### src/rtl/alu_muldiv_seq.sv
// alu_muldiv_seq: multi-cycle 16x16 unsigned multiply / divide sequencer.
// It borrows the shared execute-stage ALU for one add or subtract per cycle.
// MULT uses shift-and-add. DIVU uses restoring shift-and-subtract.
// Results are left in the hi/lo registers.
module alu_muldiv_seq #(
  parameter int         WIDTH  = 16,
  parameter logic [2:0] OP_ADD = 3'b010,
  parameter logic [2:0] OP_SUB = 3'b110
) (
  input  logic             clk,
  input  logic             reset_n,
  input  logic             start,
  input  logic             op,
  input  logic [WIDTH-1:0] a,
  input  logic [WIDTH-1:0] b,
  output logic             busy,
  output logic             done,
  output logic             div_zero,
  output logic [WIDTH-1:0] hi,
  output logic [WIDTH-1:0] lo,
  output logic [WIDTH-1:0] alu_x,
  output logic [WIDTH-1:0] alu_y,
  output logic [2:0]       alu_opcode,
  output logic             alu_cin,
  input  logic [WIDTH-1:0] alu_out,
  input  logic             alu_cout
);

  localparam int CNT_W = $clog2(WIDTH);

  typedef enum logic [1:0] {S_IDLE, S_RUN, S_DONE} state_t;

  state_t           state_q, state_d;
  logic [CNT_W-1:0] cnt_q, cnt_d;
  logic [WIDTH-1:0] hi_q, hi_d;
  logic [WIDTH-1:0] lo_q, lo_d;
  logic [WIDTH-1:0] m_q, m_d;     // multiplier M or divisor D, latched on accept
  logic             op_q, op_d;   // 0 = MULT, 1 = DIVU
  logic             busy_q, busy_d;
  logic             done_q, done_d;
  logic             dz_q, dz_d;

  // Next-state and datapath: accept, one iteration per RUN cycle, single-cycle DONE.
  always_comb begin
    state_d = state_q;
    cnt_d   = cnt_q;
    hi_d    = hi_q;
    lo_d    = lo_q;
    m_d     = m_q;
    op_d    = op_q;
    busy_d  = busy_q;
    done_d  = 1'b0;
    dz_d    = dz_q;
    case (state_q)
      S_IDLE: begin
        if (start) begin
          if (op && (b == '0)) begin
            // Divide by zero: finish immediately with a recognisable result.
            hi_d    = a;
            lo_d    = '1;
            dz_d    = 1'b1;
            done_d  = 1'b1;
            state_d = S_DONE;
          end else begin
            m_d     = b;
            op_d    = op;
            hi_d    = '0;
            lo_d    = a;
            cnt_d   = '0;
            dz_d    = 1'b0;
            busy_d  = 1'b1;
            state_d = S_RUN;
          end
        end
      end
      S_RUN: begin
        cnt_d = cnt_q + CNT_W'(1);
        if (!op_q) begin
          // The carry out of the add becomes the new top bit of hi.
          hi_d = {alu_cout, alu_out[WIDTH-1:1]};
          lo_d = {alu_out[0], lo_q[WIDTH-1:1]};
        end else if (hi_q[WIDTH-1] || alu_cout) begin
          // The shifted remainder is at least D. A set hi[15] means it overflowed 16 bits.
          hi_d = alu_out;
          lo_d = {lo_q[WIDTH-2:0], 1'b1};
        end else begin
          hi_d = {hi_q[WIDTH-2:0], lo_q[WIDTH-1]};
          lo_d = {lo_q[WIDTH-2:0], 1'b0};
        end
        if (cnt_q == CNT_W'(WIDTH - 1)) begin
          busy_d  = 1'b0;
          done_d  = 1'b1;
          state_d = S_DONE;
        end
      end
      S_DONE: begin
        state_d = S_IDLE;
      end
      default: begin
        state_d = S_IDLE;
        busy_d  = 1'b0;
      end
    endcase
  end

  // ALU drive is combinational from state. The ALU idles with zero operands outside RUN.
  always_comb begin
    alu_x      = '0;
    alu_y      = '0;
    alu_opcode = OP_ADD;
    alu_cin    = 1'b0;
    if (state_q == S_RUN) begin
      if (!op_q) begin
        alu_x = hi_q;
        alu_y = lo_q[0] ? m_q : '0;
      end else begin
        alu_x      = {hi_q[WIDTH-2:0], lo_q[WIDTH-1]};
        alu_y      = m_q;
        alu_opcode = OP_SUB;
      end
    end
  end

  // State and result registers. Reset aborts any operation in flight.
  always_ff @(posedge clk or negedge reset_n) begin
    if (!reset_n) begin
      state_q <= S_IDLE;
      cnt_q   <= '0;
      hi_q    <= '0;
      lo_q    <= '0;
      m_q     <= '0;
      op_q    <= 1'b0;
      busy_q  <= 1'b0;
      done_q  <= 1'b0;
      dz_q    <= 1'b0;
    end else begin
      state_q <= state_d;
      cnt_q   <= cnt_d;
      hi_q    <= hi_d;
      lo_q    <= lo_d;
      m_q     <= m_d;
      op_q    <= op_d;
      busy_q  <= busy_d;
      done_q  <= done_d;
      dz_q    <= dz_d;
    end
  end

  assign busy     = busy_q;
  assign done     = done_q;
  assign div_zero = dz_q;
  assign hi       = hi_q;
  assign lo       = lo_q;

endmodule

### config.mk
export PLATFORM = sky130hd
export DESIGN_NAME = alu_muldiv_seq
export DESIGN_NICKNAME = d
export VERILOG_FILES = /design/src/rtl/alu_muldiv_seq.sv
export SDC_FILE = /design/constraint.sdc
export NUM_CORES = 1
export LEC_CHECK = 0
export ABC_CLOCK_PERIOD_IN_PS = 2400
export CORE_MARGIN = 3
export CORE_UTILIZATION = 35
export CTS_CLUSTER_DIAMETER = 150
export CTS_CLUSTER_SIZE = 28
export DETAILED_ROUTE_END_ITERATION = 6
export GPL_TIMING_DRIVEN = 0
export PLACE_DENSITY = 0.72
export RECOVER_POWER = 100
export SLEW_MARGIN = 20
export SYNTH_ARGS = -nofsm -noshare
export SYNTH_HDL_FRONTEND = slang
export SYNTH_SLANG_ARGS = --single-unit
### constraint.sdc
create_clock -name clk -period 2.4 [get_ports clk]
set_clock_uncertainty 0.1 [all_clocks]
set_input_delay 0.36 -clock clk [delete_from_list [all_inputs] [get_ports clk]]
set_output_delay 0.36 -clock clk [all_outputs]
set_load 0.02 [all_outputs]
==> results of run 1 <==
-- metrics by stage --
stage | hold slack, ps | utilization [%] | TNS, ps | area, um^2 | worst slack [ps]
2_1_floorplan | -35.6 | - | 0 | 3350 | 360
3_3_place_gp | 365 | 51.0 | -68860 | 4710 | -1010
3_5_place_dp | 59.1 | 51.2 | -13860 | 4730 | -435
4_1_cts | 232 | 53.9 | 0 | 4980 | 2.05
5_1_grt | 288 | 53.4 | 0 | 4930 | 6.63
6_report | 278 | 53.4 | 0 | 4930 | 111
-- worst paths after layout --
kind                                    start                      to  slack [ps]  cells after the start
setup / recovery             op_q$_DFFE_PN0P_                alu_x[3]         110                      5
hold / removal                        reset_n     m_q[11]$_DFFE_PN0P_         280                      2
setup reg to reg           hi[15]$_DFFE_PN0P_      hi[12]$_DFFE_PN0P_         160                      5
hold reg to reg              busy$_DFFE_PN0P_        busy$_DFFE_PN0P_         390                      2
max in group asynchronous             reset_n  state_q[1]$_DFFE_PN0P_        1370                      3
min in group clk             busy$_DFFE_PN0P_        busy$_DFFE_PN0P_         390                      2
-- per-layer routing --
metal / vias up / part of all wire (%) / GRT usage, %
li1: 1434 / - / -
met1: 1512 / 43 / 24.8
met2: 129 / 48 / 32.0
met3: 19 / 7.4 / 5.05
met4: 0 / 1.9 / 6.36
met5: - / 0 / 0
-- area by class of cell --
cell class / count / share of cell area, %
clock inverters: 6 / 1.67
repair buffers: 124 / 24.9
inverters: 2 / 0.152
plain buffers: 26 / 3.63
flip-flops and latches: 58 / 29.5
well taps: 129 / 3.27
clock buffers: 9 / 2.51
multi-input cells: 230 / 34.4
-- cells in the final DEF, fill, tap and decap left out, types with 9 or more instances in the layout --
master,n
a21oi_1,21
clkdlybuf4s50_1,51
dfrtp_1,56
mux2i_1,46
clkdlybuf4s15_2,11
nor2_1,24
o21ai_0,20
clkbuf_1,10
clkbuf_8,9
dlygate4sd3_1,36
dlygate4sd2_1,22
o221a_2,13
a221o_1,15
and2_1,16
nand2_1,19
-- logic make-up (layout without fill, tap and decap cells) --
group	Yosys count	count (layout)	share of synthesized area, %
and+or+nand+nor	79	79	12.1
AOI/OAI and AO/OA	88	88	19.7
other	2	3	0.225
DFF	58	58	43.4
muxes	57	57	18.3
adders and majority gates	1	1	0.374
xor gates and xnor gates	2	2	0.524
buffers and inverters	30	167	5.39
-- power groups by stage --
stage | logic, mW | clock network [mW] | registers, mW
after global routing | 4.81 | 1.03 | 2.03
after global placement | 4.73 | 0 | 1.94
final | 4.48 | 0.975 | 1.96
after CTS | 4.70 | 0.995 | 1.96
after detailed placement | 4.83 | 0 | 1.94
after floorplan | 2.57 | 0 | 2.14
-- critical path: stages, from the launching register on --
cell,delay (ps)
dfrtp_1,420
clkbuf_4,240
buf_4,230
mux2i_1,210
nor2_1,60
dlygate4sd2_1,330
-- what timing repair did --
action	4_1_cts	5_1_grt
setup buffers	0	2
pin swaps	0	1
gates resized for setup	81	5
hold endpoints to repair	58	0
endpoints found under the setup margin	33	20
hold buffers	1	0
-- flip-flops by register name, indices dropped and copies added (netlist names) --
| name | cells |
|---|---|
| div_zero | 1 |
| lo | 16 |
| state_q | 2 |
| cnt_q | 4 |
| m_q | 16 |
| busy | 1 |
| hi | 16 |
| done | 1 |
| op_q | 1 |
==> impl_metrics.yaml, run 1 <==
route:
  vias: 3094
  drt-total-wl_mm: 10.5
  drc_errors: 0
  postRouteAntennaNets: 0
  routedWlPerCell_um: 18.0
  vias_per_cell: 5.30
  drtIter0Drc: 172
  first_pass_iters: 4
cts:
  cts_sinks: 58
  clock_latency_ps: 330
  clockRootBuffer: "clkbuf_8"
  h-tree-depth: 3
  clk_pin_slew_ps: 70
  cts_tree: "done"
  clockBufferDepth: 2
  numCtsBuffers: 9
sta:
  fin_crit_sh_pct: 95.4
  rsz0062_at_grt: "false"
  finalSetupViolCount: 0
  period_minus_slack_ps: 2290
  hold_viol_final: 0
  slew_violations: 0
  slew_headroom_pct: 43.0
  worstMarginPinSlew_ps: 853
  clock.fmax_mhz: 437
cells_and_area:
  multi_input_area_um2: 1700
  area_growth_pct: 47.6
  fillers: 827
  fin_nets: 505
  register_area_um2: 1450
  drive_gt1_share_pct: 14.9
  diodes: 0
  fin_cells: 584
placed_design:
  hpwlAfterDp_mm: 7.67
  gp_congestion: 0.794
  portBuffers: 120
  place_inst: 568
synth:
  synthArstFlopShare_pct: 100
  synth-seq-cells: 58
  ys_seq_area_share_pct: 43.4
  synth.distinct_cells: 40
  synth_edf_count: 0
  synth_area_per_cell_um2: 10.5
  synthDominantCellAreaShare_pct: 43.4
  yosysMostFrequentCell: "dfrtp_1"
  synthCells: 317
  synth_area_um2: 3340
  ys.flop_type: "dfrtp_1"
  yosysWarnings: 0
  synthTopCellsByCount: "dfrtp_1, mux2i_1, nor2_1"
  synth.largest_area_cell: "dfrtp_1"
  yosys-top-cells-area: "dfrtp_1, mux2i_1, a221o_1, o221a_2, a21oi_1"
global_route:
  grt_overflow: 0
  grt_max_degree: 58
  grtUsageTotal_pct: 19.4
  grt_pass1_vias: 3170
  antenna_found_initial: 0
  grt_pass1_wl_mm: 16.9
outcome:
  status: "complete, no violations"
power_and_ir_drop:
  design_power_total_mw: 7.41
  ir_worst_vdd_mv: 0.771
  pwr-share-comb_pct: 60.5
  p_seq_share_pct: 26.4
  p_sw_share_pct: 44.6
  p_per_area_nw_per_um2: 1500
  p_switching_mw: 3.31
  clock_power_share_pct: 13.2
  p_leak_nw: 2.18
  internal_power_mw: 4.11
critical_path:
  end_kind: "output port"
  critPathLaunchType: "flip-flop"
  path_class: "flip-flop to output port"
  required_ps: 1940
  worst_ep_arrival_time_ps: 1830
  crit_path_max_fanout: 10
floorplanning:
  ioPinCount: 124
  die_area_um2: 10800
  initial_core_util_pct: 36.2
  die_x_um: 104
  die_h_um: 104
  fp.coreArea_um2: 9240
  std_cell_rows: 35
flow_run:
  max-cap-violations: 0
worst_hold_path:
  min_path_type: "input pin to async pin"
Note: power is estimated with default switching activity, not from simulation.
==> inputs of run 2 (changes only) <==
--- a/config.mk
+++ b/config.mk
@@ -11,7 +11,6 @@
 export CTS_CLUSTER_DIAMETER = 150
 export CTS_CLUSTER_SIZE = 28
 export DETAILED_ROUTE_END_ITERATION = 6
-export GPL_TIMING_DRIVEN = 0
 export PLACE_DENSITY = 0.72
 export RECOVER_POWER = 100
 export SLEW_MARGIN = 20
==> run 2 against run 1 <==
Net effect:
- the run now ends with max-capacitance violations, max-slew violations left
- combinational power fell by 4%
- critical path depth rose by 1
- setup slack got worse by 28 ps
- non-clock buffer count fell by 12
- first-iteration DRC count decreased by 33%
- global-route usage shrank 0.93 points
- cell count fell by 1.9%
- die area stayed put
- sequential power hardly changed
- critical endpoint is now op_q$_DFFE_PN0P_
- largest cell class unchanged
- highest routed layer unchanged
==> impl_metrics.yaml, run 2 (synthesis gave the netlist of run 1 again) <==
global_route:
  grt_overflow: 0
  antenna_found_initial: 0
  grtUsageTotal_pct: 18.4
  grt_pass1_wl_mm: 16.2
  grt_max_degree: 52
  grt_pass1_vias: 3140
floorplanning:
  std_cell_rows: 35
  die_area_um2: 10800
  ioPinCount: 124
  fp.coreArea_um2: 9240
  die_h_um: 104
  die_x_um: 104
  initial_core_util_pct: 36.2
outcome:
  status: "finished, violations left"
  violations: "max-capacitance violations, max-slew violations"
critical_path:
  path_class: "input pin to flip-flop"
  startpoint: "b[13]"
  r2r-start: "state_q[0]$_DFFE_PN0P_"
  end_kind: "flip-flop"
  required_ps: 2500
  crit_path_max_fanout: 11
  worst_ep_arrival_time_ps: 2420
  r2r_slack_ps: 330
  critPathLaunchType: "input pin"
sta:
  rsz0062_at_grt: "false"
  slew_headroom_pct: -4.82
  hold_viol_final: 0
  period_minus_slack_ps: 2320
  slew_violations: 29
  clock.fmax_mhz: 431
  fin_crit_sh_pct: 96.6
  hold_ws_ps: 390
  finalSetupViolCount: 0
  worstMarginPinSlew_ps: 1570
  timing.final.ws_setup_ps: 82.4
cells_and_area:
  area_growth_pct: 44.7
  fin_nets: 493
  post-route-util_pct: 52.3
  final_common_cell: "dfrtp_1"
  diodes: 0
  drive_gt1_share_pct: 11.9
  final_cell_mix: "dfrtp_1, clkdlybuf4s50_1, mux2i_1"
  fillers: 873
  fin_area_um2: 4830
power_and_ir_drop:
  ir_worst_vdd_mv: 0.769
  design_power_total_mw: 7.15
  p_per_area_nw_per_um2: 1480
  p_leak_nw: 2.17
cts:
  post_cts.repair.setup_buffers: 0
  h-tree-depth: 3
  clk_pin_slew_ps: 70
  cts_sinks: 58
  clockRootBuffer: "clkbuf_8"
  clockBufferDepth: 2
  cts_tree: "done"
  numCtsBuffers: 9
  clock_latency_ps: 330
placed_design:
  gp_congestion: 0.787
  place_worst_setup_slack_ps: -123
  dpl-instance-area_um2: 4700
  hpwlAfterDp_mm: 6.97
  portBuffers: 120
route:
  postRouteAntennaNets: 0
  drc_errors: 0
  drtIter0Drc: 116
  vias_per_cell: 5.23
  vias: 2996
  drt-total-wl_mm: 9.88
  first_pass_iters: 4
  routedWlPerCell_um: 17.2
worst_hold_path:
  min_path_type: "flip-flop to flip-flop"
  hp-start: "busy$_DFFE_PN0P_"
flow_run:
  max-cap-violations: 1
## run 2: what timing repair did
action,in CTS,in global routing
cloned,0,0
hold buffers,1,0
pin swaps,0,0
gates resized for setup,32,1
setup endpoints to repair,32,1
endpoints found under the hold margin,26,0
## run 2: path summary, 6_finish.rpt
| path | to | cells after the start |
|---|---|---|
| max reg2reg | lo[0]$_DFFE_PN0P_ | 4 |
| min in group asynchronous | m_q[8]$_DFFE_PN0P_ | 2 |
| min reg2reg | busy$_DFFE_PN0P_ | 2 |
| min | busy$_DFFE_PN0P_ | 2 |
| max in group asynchronous | op_q$_DFFE_PN0P_ | 2 |
| max | op_q$_DFFE_PN0P_ | 6 |
## run 2: critical path: stages
cell	delay (ps)
dlygate4sd3_1	560
or4_1	580
nor4_4	210
a211o_1	240
buf_12	150
mux2_1	320
## run 2: per-layer routing
layer	wire length [um]	track usage, %
met4	159	6.65
met3	593	4.49
met2	4770	30.5
met5	0	0
met1	4360	23.6
## run 2: through the flow
| stage | instances | setup TNS, ps |
|---|---|---|
| global route | 573 | 0 |
| CTS | 573 | 0 |
| floorplan | 318 | 0 |
| finish | 573 | 0 |
| global placement | 556 | -437 |
| detailed placement | 556 | -1600 |
## run 2: area by class of cell
type	instances	area, um^2	area share (%)
inverter	2	7.51	0.155
multi-input combinational	230	1690	35.0
clock inverter	5	53.8	1.11
clock buffer	11	141	2.92
sequential	58	1450	30.0
tap	129	161	3.34
timing repair buffer	138	1330	27.5
## run 2: power breakdown
group	internal [mW]	total [mW]	switching (mW)
combinational	2.00	4.31	2.31
clock	0.505	0.897	0.392
sequential	1.46	1.94	0.483
